File: src/rtl/stim_traffic_gen_if.sv
// Bus bundle between the stimulus generator/checker and its environment.
interface stim_traffic_gen_if #(
    parameter int unsigned DATA_W = 6,
    parameter int unsigned NUM_CH = 2,
    parameter int unsigned CNT_W  = 8,
    parameter int unsigned ERR_W  = 8
);
    logic                     start;
    logic                     mode;
    logic [CNT_W-1:0]         burst_len;
    logic [CNT_W-1:0]         drain_len;
    logic                     pause_in;
    logic [NUM_CH-1:0]        next_pop_in;
    logic [NUM_CH*DATA_W-1:0] data_ref;
    logic [NUM_CH*DATA_W-1:0] data_dut;
    logic [DATA_W-1:0]        data_in;
    logic                     push_data_in;
    logic [NUM_CH-1:0]        pop_out;
    logic                     busy;
    logic                     done;
    logic [ERR_W-1:0]         mismatch_cnt;
    logic [NUM_CH-1:0]        err_ch;

    // Generator side
    modport master (
        input  start, mode, burst_len, drain_len, pause_in, next_pop_in, data_ref, data_dut,
        output data_in, push_data_in, pop_out, busy, done, mismatch_cnt, err_ch
    );

    // Environment side
    modport slave (
        output start, mode, burst_len, drain_len, pause_in, next_pop_in, data_ref, data_dut,
        input  data_in, push_data_in, pop_out, busy, done, mismatch_cnt, err_ch
    );
endinterface

File: src/rtl/stim_traffic_gen.sv
// Stimulus generator (header / burst / drain) for the main FIFO plus output checker.
module stim_traffic_gen #(
    parameter int unsigned       DATA_W    = 6,
    parameter int unsigned       NUM_CH    = 2,
    parameter int unsigned       CNT_W     = 8,
    parameter int unsigned       ERR_W     = 8,
    parameter logic [DATA_W-1:0] LFSR_SEED = 6'h2D,
    parameter logic [DATA_W-1:0] HDR0      = 6'h3F,
    parameter logic [DATA_W-1:0] HDR1      = 6'h3E
) (
    input  logic                 clk,
    input  logic                 reset,
    stim_traffic_gen_if.master   bus
);

    // Galois tap masks (right-shifting form) for maximal-length sequences.
    function automatic logic [31:0] tap_mask(input int unsigned w);
        case (w)
            2:       return 32'h0003;
            3:       return 32'h0006;
            4:       return 32'h000C;
            5:       return 32'h0014;
            6:       return 32'h0030;
            7:       return 32'h0060;
            8:       return 32'h00B8;
            9:       return 32'h0110;
            10:      return 32'h0240;
            11:      return 32'h0500;
            12:      return 32'h0E08;
            13:      return 32'h1C80;
            14:      return 32'h3802;
            15:      return 32'h6000;
            16:      return 32'hD008;
            default: return 32'h0001 << (w - 1);
        endcase
    endfunction

    localparam logic [DATA_W-1:0] LFSR_TAPS = DATA_W'(tap_mask(DATA_W));
    localparam int unsigned       SUM_W     = ERR_W + $clog2(NUM_CH + 1);
    localparam logic [ERR_W-1:0]  ERR_MAX   = '1;

    typedef enum logic [2:0] {
        S_IDLE, S_HDR0, S_HDR1, S_STREAM, S_DRAIN, S_DONE
    } state_e;

    state_e               state_q, state_d;
    logic [CNT_W-1:0]     cnt_q, cnt_d;
    logic                 mode_q, mode_d;
    logic [CNT_W-1:0]     burst_q, burst_d;
    logic [CNT_W-1:0]     drain_q, drain_d;
    logic [DATA_W-1:0]    gen_q, gen_d, gen_step;
    logic                 push_q, push_d;
    logic [DATA_W-1:0]    data_q, data_d;
    logic                 busy_q, busy_d;
    logic                 done_q, done_d;
    logic [NUM_CH-1:0]    pop_q;
    logic [ERR_W-1:0]     err_cnt_q, err_cnt_d;
    logic [NUM_CH-1:0]    err_ch_q, err_ch_d;
    logic [NUM_CH-1:0]    mis_ch;
    logic [SUM_W-1:0]     mis_n;
    logic [SUM_W-1:0]     err_sum;
    logic                 launch;

    // State register and phase counter
    always_ff @(posedge clk) begin
        if (!reset) begin
            state_q <= S_IDLE;
            cnt_q   <= '0;
        end else begin
            state_q <= state_d;
            cnt_q   <= cnt_d;
        end
    end

    // Next-state: cnt holds the cycles remaining after the current one
    always_comb begin
        state_d = state_q;
        cnt_d   = cnt_q;
        case (state_q)
            S_IDLE:   if (bus.start) state_d = S_HDR0;
            S_HDR0:   state_d = S_HDR1;
            S_HDR1: begin
                if (burst_q != '0) begin
                    state_d = S_STREAM;
                    cnt_d   = burst_q - CNT_W'(1);
                end else if (drain_q != '0) begin
                    state_d = S_DRAIN;
                    cnt_d   = drain_q - CNT_W'(1);
                end else begin
                    state_d = S_DONE;
                end
            end
            S_STREAM: begin
                if (cnt_q != '0) begin
                    cnt_d = cnt_q - CNT_W'(1);
                end else if (drain_q != '0) begin
                    state_d = S_DRAIN;
                    cnt_d   = drain_q - CNT_W'(1);
                end else begin
                    state_d = S_DONE;
                end
            end
            S_DRAIN: begin
                if (cnt_q != '0) cnt_d = cnt_q - CNT_W'(1);
                else             state_d = S_DONE;
            end
            S_DONE:   if (!bus.start) state_d = S_IDLE;
            default:  state_d = S_IDLE;
        endcase
    end

    // Per-channel comparison and saturating mismatch sum
    always_comb begin
        mis_ch = '0;
        mis_n  = '0;
        for (int k = 0; k < NUM_CH; k++) begin
            if (bus.data_ref[k*DATA_W +: DATA_W] != bus.data_dut[k*DATA_W +: DATA_W]) begin
                mis_ch[k] = 1'b1;
                mis_n     = mis_n + SUM_W'(1);
            end
        end
        err_sum = SUM_W'(err_cnt_q) + mis_n;
    end

    // Next burst value: increment or Galois LFSR step
    always_comb begin
        if (mode_q) gen_step = gen_q[0] ? ((gen_q >> 1) ^ LFSR_TAPS) : (gen_q >> 1);
        else        gen_step = gen_q + DATA_W'(1);
    end

    // Outputs for the state being entered, config latch and checker update
    always_comb begin
        launch    = (state_q == S_IDLE) && (state_d == S_HDR0);
        push_d    = 1'b0;
        data_d    = '0;
        gen_d     = gen_q;
        mode_d    = mode_q;
        burst_d   = burst_q;
        drain_d   = drain_q;
        err_cnt_d = err_cnt_q;
        err_ch_d  = err_ch_q;
        busy_d    = (state_d == S_HDR0) || (state_d == S_HDR1) ||
                    (state_d == S_STREAM) || (state_d == S_DRAIN);
        done_d    = (state_d == S_DONE);

        if (launch) begin
            mode_d    = bus.mode;
            burst_d   = bus.burst_len;
            drain_d   = bus.drain_len;
            gen_d     = bus.mode ? LFSR_SEED : '0;
            err_cnt_d = '0;
            err_ch_d  = '0;
        end else if (busy_q) begin
            err_cnt_d = (err_sum > SUM_W'(ERR_MAX)) ? ERR_MAX : ERR_W'(err_sum);
            err_ch_d  = err_ch_q | mis_ch;
        end

        case (state_d)
            S_HDR0: begin
                push_d = 1'b1;
                data_d = HDR0;
            end
            S_HDR1: begin
                push_d = 1'b1;
                data_d = HDR1;
            end
            S_STREAM: begin
                if (!bus.pause_in) begin
                    push_d = 1'b1;
                    data_d = gen_step;
                    gen_d  = gen_step;
                end
            end
            default: ;
        endcase
    end

    // Datapath and output registers
    always_ff @(posedge clk) begin
        if (!reset) begin
            mode_q    <= 1'b0;
            burst_q   <= '0;
            drain_q   <= '0;
            gen_q     <= '0;
            push_q    <= 1'b0;
            data_q    <= '0;
            busy_q    <= 1'b0;
            done_q    <= 1'b0;
            pop_q     <= '0;
            err_cnt_q <= '0;
            err_ch_q  <= '0;
        end else begin
            mode_q    <= mode_d;
            burst_q   <= burst_d;
            drain_q   <= drain_d;
            gen_q     <= gen_d;
            push_q    <= push_d;
            data_q    <= data_d;
            busy_q    <= busy_d;
            done_q    <= done_d;
            pop_q     <= bus.next_pop_in;
            err_cnt_q <= err_cnt_d;
            err_ch_q  <= err_ch_d;
        end
    end

    assign bus.data_in      = data_q;
    assign bus.push_data_in = push_q;
    assign bus.pop_out      = pop_q;
    assign bus.busy         = busy_q;
    assign bus.done         = done_q;
    assign bus.mismatch_cnt = err_cnt_q;
    assign bus.err_ch       = err_ch_q;

endmodule

File: src/flat_wrapper.sv
// flat-port wrapper written by rule: the top's interface ports become plain ports
module stim_traffic_gen_flat 
#(
    parameter int unsigned       DATA_W    = 6,
    parameter int unsigned       NUM_CH    = 2,
    parameter int unsigned       CNT_W     = 8,
    parameter int unsigned       ERR_W     = 8,
    parameter logic [DATA_W-1:0] LFSR_SEED = 6'h2D,
    parameter logic [DATA_W-1:0] HDR0      = 6'h3F,
    parameter logic [DATA_W-1:0] HDR1      = 6'h3E
)
  (clk, reset, bus_start, bus_mode, bus_burst_len, bus_drain_len, bus_pause_in, bus_next_pop_in, bus_data_ref, bus_data_dut, bus_data_in, bus_push_data_in, bus_pop_out, bus_busy, bus_done, bus_mismatch_cnt, bus_err_ch);
  stim_traffic_gen_if #(.DATA_W(DATA_W), .NUM_CH(NUM_CH), .CNT_W(CNT_W), .ERR_W(ERR_W)) bus_i ();
  input  logic clk;
  input  logic reset;
  input wire logic [$bits(bus_i.start)-1:0] bus_start;
  input wire logic [$bits(bus_i.mode)-1:0] bus_mode;
  input wire logic [$bits(bus_i.burst_len)-1:0] bus_burst_len;
  input wire logic [$bits(bus_i.drain_len)-1:0] bus_drain_len;
  input wire logic [$bits(bus_i.pause_in)-1:0] bus_pause_in;
  input wire logic [$bits(bus_i.next_pop_in)-1:0] bus_next_pop_in;
  input wire logic [$bits(bus_i.data_ref)-1:0] bus_data_ref;
  input wire logic [$bits(bus_i.data_dut)-1:0] bus_data_dut;
  output wire logic [$bits(bus_i.data_in)-1:0] bus_data_in;
  output wire logic [$bits(bus_i.push_data_in)-1:0] bus_push_data_in;
  output wire logic [$bits(bus_i.pop_out)-1:0] bus_pop_out;
  output wire logic [$bits(bus_i.busy)-1:0] bus_busy;
  output wire logic [$bits(bus_i.done)-1:0] bus_done;
  output wire logic [$bits(bus_i.mismatch_cnt)-1:0] bus_mismatch_cnt;
  output wire logic [$bits(bus_i.err_ch)-1:0] bus_err_ch;
  assign bus_i.start = bus_start;
  assign bus_i.mode = bus_mode;
  assign bus_i.burst_len = bus_burst_len;
  assign bus_i.drain_len = bus_drain_len;
  assign bus_i.pause_in = bus_pause_in;
  assign bus_i.next_pop_in = bus_next_pop_in;
  assign bus_i.data_ref = bus_data_ref;
  assign bus_i.data_dut = bus_data_dut;
  assign bus_data_in = bus_i.data_in;
  assign bus_push_data_in = bus_i.push_data_in;
  assign bus_pop_out = bus_i.pop_out;
  assign bus_busy = bus_i.busy;
  assign bus_done = bus_i.done;
  assign bus_mismatch_cnt = bus_i.mismatch_cnt;
  assign bus_err_ch = bus_i.err_ch;
  stim_traffic_gen #(.DATA_W(DATA_W), .NUM_CH(NUM_CH), .CNT_W(CNT_W), .ERR_W(ERR_W), .LFSR_SEED(LFSR_SEED), .HDR0(HDR0), .HDR1(HDR1)) u_core (.clk(clk), .reset(reset), .bus(bus_i));
endmodule
File: config.mk
export PLATFORM = sky130hd
export DESIGN_NAME = stim_traffic_gen_flat
export DESIGN_NICKNAME = d
export VERILOG_FILES = /design/src/rtl/stim_traffic_gen_if.sv /design/src/rtl/stim_traffic_gen.sv /design/src/flat_wrapper.sv
export SDC_FILE = /design/constraint.sdc
export NUM_CORES = 1
export LEC_CHECK = 0
export CAP_MARGIN = 20
export CORE_MARGIN = 2
export CORE_UTILIZATION = 51
export DETAILED_ROUTE_END_ITERATION = 10
export PLACE_DENSITY = 0.76
export SETUP_SLACK_MARGIN = 0.5
export SLEW_MARGIN = 20
export SYNTH_ARGS = -nofsm -noshare
export SYNTH_HDL_FRONTEND = slang
export SYNTH_SLANG_ARGS = --single-unit
File: constraint.sdc
create_clock -name clk -period 3.3 [get_ports clk]
set_input_delay 0.495 -clock clk [delete_from_list [all_inputs] [get_ports clk]]
set_output_delay 0.495 -clock clk [all_outputs]
set_load 0.005 [all_outputs]
==> flow_metrics.py, run 1 <==
metrics = {
    "status": {
        "status": "completed",
    },
    "synth": {
        "yosysSeqAreaShare_pct": 35.0,
        "ys_async_sr_fraction_pct": 0,
        "synth_area_sq_um": 3150,
        "synth_warnings": 0,
        "netlist-cell-type-count": 58,
        "syn_inst": 399,
        "syn_nets": 454,
        "ys.flop_type": "dfxtp_1",
        "ys_ff_latch": 55,
        "synth-edff-count": 0,
        "syn_area_per_cell_sq_um": 7.89,
    },
    "detailed_routing": {
        "route.detailed.drc": 0,
        "wl_microns": 8310,
        "num_vias": 3150,
        "vias_per_cell": 5.84,
        "postRouteAntennaNets": 0,
        "drt_pre_antenna_iters": 5,
        "routedWlPerCell_microns": 15.4,
        "drt_iter0_markers": 179,
    },
    "cts": {
        "cts_buffers": 5,
        "postCtsHoldBufs": 0,
        "tritoncts": "built",
        "clock_latency_ps": 320,
        "cts.path.max_buffers": 2,
        "cts.sinks": 55,
        "htree_levels": 2,
        "cts-root-buf": "clkbuf_8",
        "clk_pin_slew_worst_paths_ps": 90,
    },
    "global_routing": {
        "track_usage_pct": 25.2,
        "grt_pass1_vias": 2950,
        "grt_pass1_wl_microns": 13600,
        "grt_max_degree": 25,
        "antenna_found_initial": 0,
        "grt_overflow": 0,
    },
    "layout": {
        "multi_input_area_sq_um": 1950,
        "layout-drive-gt1-share_pct": 7.33,
        "nets": 518,
        "fillers": 517,
        "diodes": 0,
        "syn2layout_area_growth_pct": 28.4,
        "regArea_sq_um": 1100,
        "final_util_pct": 67.8,
    },
    "worst_hold_path": {
        "hold_path.class": "flop to flop",
    },
    "sta": {
        "layout_setup_ws_ps": 627,
        "fin_skew_ps": 14.9,
        "finalHoldViolCount": 0,
        "tightest_slew_ps": 799,
        "timing.fmax_mhz": 374,
        "finalCritPeriodShare_pct": 81.0,
        "timing.hold.ws_ps": 484,
        "maxSlewHeadroom_pct": 46.6,
        "setup_violations": 0,
        "finalCriticalPeriod_ps": 2670,
        "fin_setup_tns_ps": 0,
        "drv_slew": 0,
        "rsz0062_at_grt": "no",
    },
    "setup_path": {
        "crit_slowest_cell": "clkdlybuf4s50_1",
        "slowest_delay_ps": 410,
        "crit_required_ps": 3500,
        "endpoint_kind": "flop",
        "start_kind": "input pin",
        "crit_type": "input pin to flop",
        "critPathArrivalTime_ps": 2870,
        "critical_path.cell_chain": "clkdlybuf4s50_1 > xor2_1 > nor4_1 > nand3_1 > ha_1 > ha_2 > fa_2 > nand4_1 > inv_1 > a31oi_1 > nor3_1",
        "cp_max_fo": 5,
    },
    "floorplanning": {
        "coreArea_sq_um": 5960,
        "die_w_microns": 82.6,
        "rows": 28,
        "pin_count": 68,
        "die_area_sq_um": 6810,
        "initial_core_util_pct": 52.8,
        "die_height_microns": 82.6,
    },
    "placement": {
        "io_buffers": 67,
        "place_ws_ps": 181,
        "hpwl_microns": 6400,
        "place_congestion": 0.988,
    },
    "power": {
        "p_leak_uw": 0.00147,
        "vdd_drop_max_mv": 0.428,
        "powerDensity_nw_per_um2": 847,
    },
    "run": {
        "drv_cap": 0,
    },
}
metrics by stage:
step	cell area, sq um	total power (uW)	instances
floorplan	3150	2370	399
global placement	3870	2880	529
detailed placement	3870	2910	529
CTS	4000	3380	537
finish	4040	3420	539
global route	4040	3690	539
registers in the layout, summed over array words and instances, names as in the netlist, 2 cells and up:
name	flops
u_core.bus.pop_out	2
u_core.bus.data_in	6
u_core.cnt_q	8
u_core.gen_q	6
u_core.state_q	3
u_core.bus.mismatch_cnt	8
u_core.burst_q	8
u_core.drain_q	8
u_core.bus.err_ch	2
cells in the mapped netlist (5+ instances only):
cell type  number  area [sq um]
a21oi_1        45           225
a31oi_1         6          37.5
clkbuf_1       11          41.3
dfxtp_1        55          1100
ha_1            7          87.6
inv_1          13          48.8
nand2_1        62           233
nand3_1        18          90.1
nor2_1         26          97.6
nor3_1         13          65.1
nor3b_1         5          37.5
o21ai_0        21           105
o31ai_1         9          67.6
xnor2_1        13           114
xor2_1         13           114
routing by layer:
metal	vias up	part of all wire, %	routed length (microns)	track usage [%]
met2	101	51	4220	45.7
li1	1565	-	-	-
met3	15	4.7	389	3.70
met4	0	2.0	165	7.70
met5	-	0	0	0
met1	1469	43	3540	30.7
power by group:
part / total, uW / switching [uW] / internal, uW / leakage (uW)
Sequential: 1070 / 237 / 835 / 0.000451
Combinational: 1880 / 1070 / 810 / 0.000960
Clock: 472 / 238 / 234 / 0.0000607
Total: 3420 / 1540 / 1880 / 0.00147
critical path: cells and delay by family:
family	cells	cell delay (ps)
buf+inv	2	470
fa+ha+maj	3	860
xor+xnor	1	160
simple gates	4	720
compound gates	1	160
path summary, 6_finish.rpt:
kind / slack [ps] / cells after the start / start / endpoint
max reg2reg: 750 / 7 / u_core.cnt_q[0]$_SDFFE_PN0P_ / u_core.cnt_q[7]$_SDFFE_PN0P_
min reg2reg: 480 / 2 / u_core.bus.err_ch[1]$_SDFFE_PP0P_ / u_core.bus.err_ch[1]$_SDFFE_PP0P_
min: 480 / 2 / u_core.bus.err_ch[1]$_SDFFE_PP0P_ / u_core.bus.err_ch[1]$_SDFFE_PP0P_
max: 630 / 11 / bus_data_dut[9] / u_core.bus.mismatch_cnt[6]$_SDFFE_PP0P_
kinds of logic after synthesis:
kind of cell               after synthesis  share of synthesized area (%)
AOI/OAI and AO/OA                      119                           24.1
xor gates and xnor gates                26                           7.24
adders and majority gates                8                           3.42
buffers and inverters                   31                           4.14
DFF                                     55                           35.0
muxes                                    5                           1.71
and+or+nand+nor                        155                           24.4
cell usage in the layout, fill, tap and decap left out, drive strengths merged, types with 2 or more instances in the layout:
cell type,count
a311oi,4
buf,8
a31oi,7
nor2,26
o21a,3
nor4,5
nor4b,2
a21boi,4
nor3b,5
clkbuf,5
and2,3
o221ai,2
mux2i,2
o32ai,2
nand3b,2
or4,4
o21ai,24
clkdlybuf4s50,67
o31ai,9
nand2b,2
and3,2
o211ai,2
a211oi,4
a21oi,46
a221oi,3
nor2b,4
a211o,3
xnor2,13
nand3,18
inv,15
ha,7
mux2,3
nor3,13
dfxtp,55
nand2,62
xor2,13
what timing repair did:
action,in CTS,in global routing
hold endpoints to repair,0,0
buffers inserted,0,2
endpoints found under the setup margin,12,17
pin swaps,0,5
gates resized for setup,1,6
cell type report:
type	instances	area share [%]
clock inverter	3	1.24
tap	75	2.32
sequential	55	27.3
clock buffer	5	1.70
multi-input combinational	313	48.2
inverter	13	1.21
timing repair buffer	75	18.1
No activity file was read; power rests on OpenSTA's default activity.
==> run 2, diff against run 1 <==
--- a/config.mk
+++ b/config.mk
@@ -7,9 +7,9 @@
 export LEC_CHECK = 0
 export CAP_MARGIN = 20
 export CORE_MARGIN = 2
-export CORE_UTILIZATION = 51
+export CORE_UTILIZATION = 46
 export DETAILED_ROUTE_END_ITERATION = 10
-export PLACE_DENSITY = 0.76
+export PLACE_DENSITY = 0.72
 export SETUP_SLACK_MARGIN = 0.5
 export SLEW_MARGIN = 20
 export SYNTH_ARGS = -nofsm -noshare
==> constraint.sdc (replaced) <==
create_clock -name clk -period 2.3 [get_ports clk]
set_input_delay 0.345 -clock clk [delete_from_list [all_inputs] [get_ports clk]]
set_output_delay 0.345 -clock clk [all_outputs]
set_load 0.005 [all_outputs]
==> run 2 against run 1 <==
Cell count increased by 13%. Cell area is 21% higher. Hold slack improved by 8.6 ps. Sequential share of layout area fell by 4.6 points. Clock skew fell by 6.6 ps. Sequential power rose by 35%. First-iteration DRC count down 10%. Via count grew 10%. Total power rose by 89%. Die area is 10% higher. Critical endpoint is now u_core.bus.err_ch[1]$_SDFFE_PP0P_.
==> flow_metrics.py, run 2 (same netlist as run 1, synthesis figures left out) <==
metrics = {
    "setup_path": {
        "critPathArrivalTime_ps": 2450,
        "endpoint_kind": "flop",
        "cp_max_fo": 2,
        "path_common_cell": "buf_4",
        "critical_path.cell_chain": "buf_6 > xor2_1 > nor4_2 > nand3_2 > buf_4 > buf_4 > buf_4 > buf_4 > buf_4 > buf_4 > buf_4 > buf_4 > buf_4 > a21oi_1 > nor2_1",
        "crit_required_ps": 2480,
        "start_kind": "input pin",
        "cp_top_family": "buffers and inverters",
        "crit_type": "input pin to flop",
        "r2r_slack_ps": 50,
        "cp.buffers_inverters": 10,
        "crit_slowest_cell": "nor4_2",
        "slowest_delay_ps": 350,
    },
    "global_routing": {
        "grt_max_degree": 19,
        "track_usage_pct": 24.9,
        "grt_overflow": 0,
        "grt_pass1_wl_microns": 15100,
        "antenna_found_initial": 0,
        "grt_pass1_vias": 3257,
    },
    "sta": {
        "rsz0062_at_grt": "yes",
        "timing.fmax_mhz": 442,
        "setup_violations": 0,
        "maxSlewHeadroom_pct": 60.9,
        "finalCritPeriodShare_pct": 98.3,
        "tightest_slew_ps": 583,
        "finalHoldViolCount": 0,
        "drv_slew": 0,
        "finalCriticalPeriod_ps": 2260,
        "fin_skew_ps": 8.28,
        "layout_setup_ws_ps": 39.0,
    },
    "floorplanning": {
        "die_area_sq_um": 7520,
        "coreArea_sq_um": 6720,
        "rows": 30,
        "die_height_microns": 86.7,
        "pin_count": 68,
        "initial_core_util_pct": 46.8,
        "die_w_microns": 86.7,
    },
    "run": {
        "drv_cap": 0,
    },
    "power": {
        "p_leak_uw": 0.00189,
        "vdd_drop_max_mv": 0.921,
        "p_total_uw": 6450,
        "powerDensity_nw_per_um2": 1320,
    },
    "detailed_routing": {
        "num_vias": 3467,
        "drt_pre_antenna_iters": 5,
        "postRouteAntennaNets": 0,
        "routedWlPerCell_microns": 15.6,
        "route.detailed.drc": 0,
        "wl_microns": 9510,
        "drt_iter0_markers": 161,
        "vias_per_cell": 5.68,
    },
    "layout": {
        "nets": 585,
        "syn2layout_area_growth_pct": 55.6,
        "fillers": 512,
        "final-instance-count-excl-fill": 610,
        "most-common-layout-cells": "buf_4, nand2_1, dfxtp_1",
        "diodes": 0,
        "final_common_cell": "buf_4",
        "layout-drive-gt1-share_pct": 33.8,
    },
    "placement": {
        "place_ws_ps": -588,
        "placedCellCount": 586,
        "place_congestion": 0.946,
        "hpwl_microns": 6640,
        "io_buffers": 67,
    },
    "cts": {
        "cts-root-buf": "clkbuf_8",
        "cts_buffers": 5,
        "cts.sinks": 55,
        "postCtsHoldBufs": 0,
        "clk_pin_slew_worst_paths_ps": 90,
        "tritoncts": "built",
        "htree_levels": 2,
        "cts.path.max_buffers": 2,
        "clock_latency_ps": 310,
    },
    "status": {
        "status": "completed",
    },
    "worst_hold_path": {
        "hold_path.class": "flop to flop",
    },
}
## run 2: worst paths after layout
kind	from	endpoint	cells after the start
max	bus_data_ref[9]	u_core.bus.err_ch[1]$_SDFFE_PP0P_	15
min	u_core.bus.err_ch[0]$_SDFFE_PP0P_	u_core.bus.err_ch[0]$_SDFFE_PP0P_	2
max reg2reg	u_core.cnt_q[0]$_SDFFE_PN0P_	u_core.gen_q[2]$_SDFF_PN0_	9
min reg2reg	u_core.bus.err_ch[0]$_SDFFE_PP0P_	u_core.bus.err_ch[0]$_SDFFE_PP0P_	2
## run 2: repair_timing
item                                    4_1_cts  5_1_grt
pin swaps                                    37       35
resized for setup                            89       41
cloned                                        1        0
endpoints found under the setup margin       34       35
buffers inserted                             11        5
## run 2: final cells by class
type / instances / area, sq um / area share, %
clock buffers: 5 / 68.8 / 1.41
inverters: 13 / 51.3 / 1.05
well taps: 80 / 100 / 2.04
flip-flops and latches: 55 / 1110 / 22.7
multi-input cells: 314 / 2310 / 47.3
repair buffers: 141 / 1210 / 24.8
clock inverters: 2 / 36.3 / 0.741
## run 2: power breakdown
part | internal, uW | switching [uW] | total [uW]
clock | 320 | 311 | 630
sequential | 1210 | 234 | 1440
combinational | 2130 | 2250 | 4380
## run 2: metal layers
metal	GRT usage, %	share of wire, %	up-vias
met5	0	0	-
met4	7.10	1.3	0
met2	44.8	53	102
met1	30.7	42	1654
met3	3.90	4.4	15
li1	-	-	1696
## run 2: worst min-delay path: stages (launching register included)
cell	delay (ps)
dfxtp_1	340
a21oi_1	40
nor2_1	70
## run 2: stage by stage
| step | utilization, % | TNS [ps] | hold WS (ps) | cell area (sq um) |
|---|---|---|---|---|
| after floorplan | - | 0 | 460 | 3260 |
| after global placement | 65.2 | -6870 | 453 | 4380 |
| after detailed placement | 65.2 | -8030 | 469 | 4380 |
| after CTS | 69.6 | 0 | 491 | 4680 |
| after global routing | 72.9 | -363 | 549 | 4900 |
| final | 72.9 | 0 | 492 | 4900 |
==> run 3, diff against run 2 <==
--- a/config.mk
+++ b/config.mk
@@ -9,7 +9,7 @@
 export CORE_MARGIN = 2
 export CORE_UTILIZATION = 46
 export DETAILED_ROUTE_END_ITERATION = 10
-export PLACE_DENSITY = 0.72
+export PLACE_DENSITY = 0.87
 export SETUP_SLACK_MARGIN = 0.5
 export SLEW_MARGIN = 20
 export SYNTH_ARGS = -nofsm -noshare
==> run 3 against run 2 <==
Non-clock buffer count decreased by 27. First-iteration DRC count grew 54%. Highest routed layer unchanged. Cell area is 2.1% lower. Flip-flop and latch count unchanged.
==> flow_metrics.py, run 3 (same netlist as run 1, synthesis figures left out) <==
metrics = {
    "setup_path": {
        "critical_path.cell_chain": "inv_4 > ha_4 > or4b_4 > buf_6 > nor3_4 > buf_4 > a21oi_4 > a311o_1 > a311oi_2",
        "crit_required_ps": 2530,
        "crit_type": "flop to flop",
        "cp.buffers_inverters": 3,
        "start_kind": "flop",
        "cp_max_fo": 3,
        "slowest_delay_ps": 500,
        "critPathArrivalTime_ps": 2460,
        "endpoint_kind": "flop",
        "cp_top_family": "simple AND/OR/NAND/NOR gates",
        "crit_slowest_cell": "or4b_4",
    },
    "layout": {
        "final-instance-count-excl-fill": 584,
        "layout-drive-gt1-share_pct": 33.1,
        "multi_input_area_sq_um": 2420,
        "nets": 558,
        "regArea_sq_um": 1110,
        "most-common-layout-cells": "nand2_1, dfxtp_1, clkdlybuf4s50_1",
        "final_common_cell": "nand2_1",
        "diodes": 0,
        "fillers": 452,
        "syn2layout_area_growth_pct": 52.4,
    },
    "global_routing": {
        "grt_max_degree": 19,
        "antenna_found_initial": 0,
        "grt_overflow": 0,
        "grt_pass1_wl_microns": 15600,
        "track_usage_pct": 25.8,
        "grt_pass1_vias": 3332,
    },
    "power": {
        "p_total_uw": 6490,
        "vdd_drop_max_mv": 0.750,
        "powerDensity_nw_per_um2": 1350,
        "p_leak_uw": 0.00179,
    },
    "sta": {
        "finalCriticalPeriod_ps": 2230,
        "maxSlewHeadroom_pct": 38.8,
        "timing.fmax_mhz": 448,
        "drv_slew": 0,
        "tightest_slew_ps": 909,
        "rsz0062_at_grt": "yes",
        "finalHoldViolCount": 0,
        "finalCritPeriodShare_pct": 97.1,
        "timing.hold.ws_ps": 503,
        "layout_setup_ws_ps": 66.9,
        "fin_skew_ps": 6.10,
        "setup_violations": 0,
    },
    "placement": {
        "io_buffers": 67,
        "place_congestion": 0.942,
        "placedCellCount": 549,
        "place_ws_ps": -678,
        "hpwl_microns": 6560,
    },
    "cts": {
        "tritoncts": "built",
        "cts.sinks": 55,
        "cts-root-buf": "clkbuf_8",
        "cts_buffers": 5,
        "postCtsHoldBufs": 0,
        "clock_latency_ps": 320,
        "cts.path.max_buffers": 2,
        "htree_levels": 2,
        "clk_pin_slew_worst_paths_ps": 100,
    },
    "floorplanning": {
        "coreArea_sq_um": 6720,
        "die_w_microns": 86.7,
        "pin_count": 68,
        "initial_core_util_pct": 46.8,
        "die_height_microns": 86.7,
        "die_area_sq_um": 7520,
        "rows": 30,
    },
    "detailed_routing": {
        "drt_iter0_markers": 248,
        "wl_microns": 10800,
        "postRouteAntennaNets": 0,
        "route.detailed.drc": 0,
        "vias_per_cell": 6.05,
        "num_vias": 3536,
        "drt_pre_antenna_iters": 6,
        "routedWlPerCell_microns": 18.5,
    },
    "run": {
        "drv_cap": 0,
    },
    "worst_hold_path": {
        "hold_path.class": "flop to flop",
    },
    "status": {
        "status": "completed",
    },
}
run 3: power breakdown:
part / internal [uW] / total, uW / leakage, uW / switching, uW
registers: 1210 / 1570 / 0.000454 / 363
clock network: 222 / 575 / 0.0000489 / 353
logic: 2060 / 4350 / 0.00129 / 2290
run 3: tightest hold or removal path: stages (launching register included):
cell	delay [ps]
dfxtp_4	370
nand2_1	50
a21oi_1	50
run 3: per-layer routing:
metal	up-vias	part of all wire (%)	track usage, %
li1	1645	-	-
met1	1666	39	29.6
met2	186	52	47.3
met3	39	6.1	4.57
met4	0	3.1	9.94
met5	-	0	0
run 3: worst paths after layout:
path                                                startpoint  slack [ps]  cells after the start                              to
worst max-delay path              u_core.cnt_q[0]$_SDFFE_PN0P_          70                      9    u_core.cnt_q[7]$_SDFFE_PN0P_
worst min-delay path            u_core.burst_q[0]$_SDFFE_PN0P_         500                      2  u_core.burst_q[0]$_SDFFE_PN0P_
worst max register to register    u_core.cnt_q[0]$_SDFFE_PN0P_          70                      9    u_core.cnt_q[7]$_SDFFE_PN0P_
worst min register to register  u_core.burst_q[0]$_SDFFE_PN0P_         500                      2  u_core.burst_q[0]$_SDFFE_PN0P_
run 3: timing repair:
| item | 4_1_cts | 5_1_grt |
|---|---|---|
| setup endpoints to repair | 34 | 41 |
| buffers inserted | 18 | 7 |
| cloned | 1 | 1 |
| pin swaps | 41 | 29 |
| gates resized for setup | 115 | 47 |
run 3: per-stage QoR:
| stage | area (sq um) | TNS (ps) | utilization, % |
|---|---|---|---|
| finish | 4790 | 0 | 71.4 |
| global route | 4790 | -126 | 71.4 |
| CTS | 4510 | 0 | 67.1 |
| detailed placement | 4100 | -5060 | 61.0 |
| global placement | 4100 | -3560 | 61.0 |
| floorplan | 3260 | 0 | - |
run 3: layout make-up:
| type | instances | share of cell area, % |
|---|---|---|
| clock inverter | 3 | 0.470 |
| tap | 80 | 2.09 |
| inverter | 13 | 1.07 |
| clock buffer | 5 | 1.44 |
| sequential | 55 | 23.2 |
| timing repair buffer | 114 | 21.2 |
| multi-input combinational | 314 | 50.5 |
